File: config.mk
export PLATFORM = sky130hd
export DESIGN_NAME = alu_share_arbiter
export DESIGN_NICKNAME = d
export VERILOG_FILES = /design/src/rtl/alu_share_arbiter.sv
export SDC_FILE = /design/constraint.sdc
export NUM_CORES = 2
export LEC_CHECK = 0
export BUFFER_PORTS_ARGS = -buffer_cell sky130_fd_sc_hd__buf_2
export CAP_MARGIN = 30
export CORE_MARGIN = 5
export CORE_UTILIZATION = 53
export CTS_BUF_LIST = sky130_fd_sc_hd__clkbuf_4 sky130_fd_sc_hd__clkbuf_8
export DETAILED_ROUTE_END_ITERATION = 8
export MAX_ROUTING_LAYER = met4
export PLACE_DENSITY = 0.72
export RECOVER_POWER = 100
export SYNTH_ARGS = -nofsm -noshare
export SYNTH_HDL_FRONTEND = slang
export SYNTH_SLANG_ARGS = --single-unit
File: constraint.sdc
create_clock -name clk_i -period 22.2 [get_ports clk_i]
set_input_delay 0 -clock clk_i [delete_from_list [all_inputs] [get_ports clk_i]]
set_output_delay 0 -clock clk_i [all_outputs]
set_load 0.05 [all_outputs]
File: src/rtl/alu_share_arbiter.sv
// Round-robin arbiter sharing one ALU between two valid/ready requesters.
// One operation in flight; MUL takes MUL_LAT EXEC cycles, everything else one.
module alu_share_arbiter #(
    parameter int unsigned MUL_LAT = 3
) (
    input  logic        clk_i,
    input  logic        rst_i,
    input  logic        req0_valid_i,
    output logic        req0_ready_o,
    input  logic [31:0] req0_data1_i,
    input  logic [31:0] req0_data2_i,
    input  logic [2:0]  req0_ctrl_i,
    output logic        rsp0_valid_o,
    input  logic        rsp0_ready_i,
    output logic [31:0] rsp0_data_o,
    input  logic        req1_valid_i,
    output logic        req1_ready_o,
    input  logic [31:0] req1_data1_i,
    input  logic [31:0] req1_data2_i,
    input  logic [2:0]  req1_ctrl_i,
    output logic        rsp1_valid_o,
    input  logic        rsp1_ready_i,
    output logic [31:0] rsp1_data_o,
    output logic        busy_o,
    output logic        owner_o
);

    // Handshake rule on all four channels: a transfer happens at the rising
    // edge where valid && ready are both high; ready is only offered in IDLE
    // for requests and only the owner's response carries valid in RESP.

    // ALUCtrl encodings; codes 3'b101..3'b111 are undefined and yield 0.
    localparam logic [2:0] CTRL_ADD = 3'b000;
    localparam logic [2:0] CTRL_OR  = 3'b001;
    localparam logic [2:0] CTRL_AND = 3'b010;
    localparam logic [2:0] CTRL_SUB = 3'b011;
    localparam logic [2:0] CTRL_MUL = 3'b100;

    localparam logic [3:0] MUL_CNT = 4'(MUL_LAT - 1);

    typedef enum logic [1:0] {
        IDLE = 2'd0,
        EXEC = 2'd1,
        RESP = 2'd2
    } state_t;

    state_t      state;
    state_t      state_next;
    logic [31:0] opa;
    logic [31:0] opb;
    logic [2:0]  ctrl;
    logic        owner;
    logic        last_grant;
    logic [3:0]  cnt;
    logic [31:0] result;

    logic        grant;
    logic        grant_valid;
    logic        accept;
    logic [31:0] sel_a;
    logic [31:0] sel_b;
    logic [2:0]  sel_ctrl;
    logic [31:0] alu_out;
    logic        rsp_fire;

    // Both requesting: alternate away from the previous winner.
    always_comb begin
        grant       = 1'b0;
        grant_valid = 1'b0;
        if (req0_valid_i && req1_valid_i) begin
            grant       = ~last_grant;
            grant_valid = 1'b1;
        end else if (req0_valid_i) begin
            grant       = 1'b0;
            grant_valid = 1'b1;
        end else if (req1_valid_i) begin
            grant       = 1'b1;
            grant_valid = 1'b1;
        end
    end

    assign accept   = (state == IDLE) && grant_valid;
    assign sel_a    = grant ? req1_data1_i : req0_data1_i;
    assign sel_b    = grant ? req1_data2_i : req0_data2_i;
    assign sel_ctrl = grant ? req1_ctrl_i  : req0_ctrl_i;
    assign rsp_fire = (state == RESP) && (owner ? rsp1_ready_i : rsp0_ready_i);

    always_comb begin
        alu_out = 32'd0;
        case (ctrl)
            CTRL_ADD: alu_out = opa + opb;
            CTRL_OR:  alu_out = opa | opb;
            CTRL_AND: alu_out = opa & opb;
            CTRL_SUB: alu_out = opa - opb;
            CTRL_MUL: alu_out = opa * opb;
            default:  alu_out = 32'd0;
        endcase
    end

    always_ff @(posedge clk_i) begin
        if (rst_i) begin
            state <= IDLE;
        end else begin
            state <= state_next;
        end
    end

    always_comb begin
        state_next   = state;
        req0_ready_o = 1'b0;
        req1_ready_o = 1'b0;
        rsp0_valid_o = 1'b0;
        rsp1_valid_o = 1'b0;
        rsp0_data_o  = 32'd0;
        rsp1_data_o  = 32'd0;
        case (state)
            IDLE: begin
                req0_ready_o = grant_valid && !grant;
                req1_ready_o = grant_valid && grant;
                if (accept) begin
                    state_next = EXEC;
                end
            end
            EXEC: begin
                if (cnt == 4'd0) begin
                    state_next = RESP;
                end
            end
            RESP: begin
                if (owner) begin
                    rsp1_valid_o = 1'b1;
                    rsp1_data_o  = result;
                end else begin
                    rsp0_valid_o = 1'b1;
                    rsp0_data_o  = result;
                end
                // Retiring goes to IDLE, so no request can be taken this cycle.
                if (rsp_fire) begin
                    state_next = IDLE;
                end
            end
            default: state_next = IDLE;
        endcase
    end

    always_ff @(posedge clk_i) begin
        if (rst_i) begin
            opa        <= 32'd0;
            opb        <= 32'd0;
            ctrl       <= 3'd0;
            owner      <= 1'b0;
            last_grant <= 1'b1;
            cnt        <= 4'd0;
            result     <= 32'd0;
        end else begin
            case (state)
                IDLE: begin
                    if (accept) begin
                        opa        <= sel_a;
                        opb        <= sel_b;
                        ctrl       <= sel_ctrl;
                        owner      <= grant;
                        last_grant <= grant;
                        cnt        <= (sel_ctrl == CTRL_MUL) ? MUL_CNT : 4'd0;
                    end
                end
                EXEC: begin
                    if (cnt != 4'd0) begin
                        cnt <= cnt - 4'd1;
                    end else begin
                        result <= alu_out;
                    end
                end
                default: begin
                end
            endcase
        end
    end

    assign busy_o  = (state != IDLE);
    assign owner_o = owner;

endmodule

==> impl_metrics.json <==
{
  "drv_cap": 3,
  "clk_pin_slew_ns": 0.13,
  "rrSetupSlack_ns": 13.82,
  "slew-limit-headroom_pct": -130,
  "p_leak_nw": 12.7,
  "syn_area_um2": 23900,
  "dp_hpwl_mm": 58.5,
  "clock_latency_ns": 0.45,
  "gp_congestion": 1.01,
  "final_core_util_pct": 60.7,
  "die_h_um": 222,
  "ys_seq_elements": 107,
  "max_stage_delay_ns": 0.80,
  "grt_overflow": 0,
  "htree_levels": 3,
  "cp-end-kind": "flop",
  "cp_max_fo": 18,
  "cp.arrival_ns": 8.69,
  "min_path_type": "input port to flop",
  "cts_root_buffer": "clkbuf_8",
  "fin_crit_sh_pct": 37.7,
  "rsz0062_at_grt": "no",
  "hp-start": "req0_data1_i[0]",
  "syn-num-nets": 3524,
  "routed_wl_mm": 80.6,
  "layout_commonest_cell": "fa_1",
  "r2r_cells": 25,
  "clockBufferDepth": 2,
  "regToRegStartpoint": "opa[8]",
  "port_buffers": 209,
  "fin_nets": 3759,
  "clock_sinks": 107,
  "cp-startpoint": "opa[8]",
  "setup_viol": 0,
  "ys_async_sr_fraction_pct": 0,
  "seqCellArea_um2": 2150,
  "worst_pin_slew_ns": 3.45,
  "violations": "capacitance limit, slew limit",
  "yosysUniqueCellTypes": 72,
  "antenna_found_initial": 4,
  "synthCells": 2816,
  "holdWs_ns": 0.0145,
  "critPathLaunchType": "flop",
  "fin_crit_ns": 8.38,
  "drt_iter0_markers": 1937,
  "via_per_inst": 5.87,
  "path_class": "flop to flop",
  "yosysWarnings": 0,
  "cts_tree": "built",
  "required_ns": 22.51,
  "finClkSkew_ns": 0.0220,
  "die_w_um": 222,
  "dr.pass1.iters": 9,
  "core_um2": 44400,
  "rows": 77,
  "ys.flop_type": "dfxtp_1",
  "r2r-end": "result[24]",
  "cp_common_cell": "fa_1",
  "ios": 210,
  "final_cell_mix": "fa_1, inv_1, and2_1",
  "tns_ns": 0,
  "slew_viol_final": 131,
  "wl_per_cell_um": 22.1,
  "grt_max_degree": 66,
  "p_per_area_nw_per_um2": 140,
  "synth_edf_count": 0,
  "synth_area_per_cell_um2": 8.47,
  "start_util_pct": 53.7,
  "ant_nets": 0,
  "track_usage_pct": 33.5,
  "synthToLayoutAreaGrowth_pct": 13.0,
  "crit_path_end": "result[24]",
  "drive_gt1_share_pct": 7.36,
  "grt_pass1_wl_mm": 128,
  "num-fill-cells": 3774,
  "crit_path_top_delay_cell": "clkbuf_1",
  "fmax_ghz": 0.119,
  "cts_buffers": 9,
  "outcome": "finished, violations left",
  "vias": 21400,
  "peakVddDrop_mv": 0.145,
  "first_global_vias": 23100,
  "die-area_um2": 49400,
  "seq_area_frac_synth_pct": 8.98,
  "drcViolationCount": 0,
  "multi_input_area_um2": 19500,
  "postCtsSetupBuffers": 0,
  "hold_viol": 0
}
## metal layers
metal  share of wire [%]  global-route usage, %  vias to the layer above
met4                 5.3                   14.5                        0
met5                   0                      -                        -
met1                  39                   42.3                    10600
met3                 9.2                   5.31                      274
li1                    -                      -                     9422
met2                  47                   53.8                     1185
## synthesized netlist by cell type, drive strengths merged (4+ instances only)
library cell	instances	area share (%)
nor4	8	0.21
buf	13	0.24
nor3b	6	0.19
nor2b	7	0.18
ha	159	8.3
o31a	5	0.18
o22ai	5	0.13
a21oi	100	2.1
o221ai	6	0.22
a2111oi	4	0.15
and2	379	9.9
a22oi	26	0.82
clkbuf	176	2.8
or4	8	0.30
nand2b	21	0.55
and3	7	0.18
inv	402	6.3
a31oi	6	0.16
o21a	12	0.38
xnor2	90	3.3
nand2	303	4.8
a22o	4	0.15
o211ai	6	0.19
a221oi	4	0.17
o41ai	5	0.21
or3	12	0.31
a21o	33	1.0
dfxtp	107	9.0
nor3	28	0.59
nor2	139	2.2
o21bai	9	0.28
nand3	21	0.44
o31ai	14	0.44
mux2i	43	1.8
xor2	41	1.5
o21ai	83	1.7
a211oi	48	1.5
fa	409	34
a221o	4	0.17
a311oi	6	0.22
a222oi	24	1.0
## registers in the layout (all words and copies together), names as in the netlist
name,cells
state,2
ctrl,3
cnt,4
owner_o,1
last_grant,1
opa,32
opb,32
result,32
## metrics by stage
step	std cells	cell area, um2	setup slack [ns]	total power [mW]
floorplan	2816	23900	15.13	2.57
global placement	3482	25400	14.64	3.49
detailed placement	3485	25400	14.55	3.52
CTS	3647	27100	14.53	3.75
global route	3652	27000	13.35	4.13
finish	3656	27000	13.82	3.78
## cells by family (layout without fill, tap and decap cells)
logic type | Yosys count | in the layout | share of synthesized area [%]
adder cells (fa/ha/maj) | 568 | 568 | 42.6
AND/OR/NAND/NOR | 951 | 951 | 20.2
XOR/XNOR | 132 | 132 | 4.93
buffers and inverters | 591 | 831 | 9.33
AO/OA/AOI/OAI | 423 | 423 | 12.0
multiplexers | 44 | 44 | 1.85
flip-flops | 107 | 107 | 8.98
other | 0 | 8 | 0
## power by group
| group | switching (mW) | total (mW) | internal (mW) |
|---|---|---|---|
| Clock | 0.0849 | 0.141 | 0.0565 |
| Sequential | 0.114 | 0.353 | 0.239 |
| Combinational | 1.94 | 3.29 | 1.35 |
## worst min-delay path by stage
stage,end,slack [ns],depth (start not counted)
after floorplan,opa[10],0.1,2
after global placement,opa[30],0.19,3
after detailed placement,opa[23],0.19,3
after CTS,opa[0],0.001,3
after global routing,opa[0],0.01,3
final,opa[0],0.01,3
## final cells by class
class | instances | area share, %
Multi-Input combinational cell | 2118 | 72.3
Timing Repair Buffer | 413 | 10.5
Sequential cell | 107 | 7.96
Inverter | 402 | 5.60
Tap cell | 592 | 2.75
Clock buffer | 10 | 0.510
Clock inverter | 6 | 0.264
Antenna cell | 8 | 0.0742
## timing repair
action / 4_1_cts / 5_1_grt
endpoints found under the hold margin: 65 / 1
gates resized for setup: 0 / 0
hold buffers: 146 / 1
## critical path: cells and delay by family, from the launching register on
kind	cells	cell delay [ns]
simple gates	4	1.01
flops	1	0.79
buf+inv	6	1.10
compound gates	5	1.10
xor+xnor	1	0.20
fa+ha+maj	9	4.05
No activity file was read; power rests on OpenSTA's default activity.
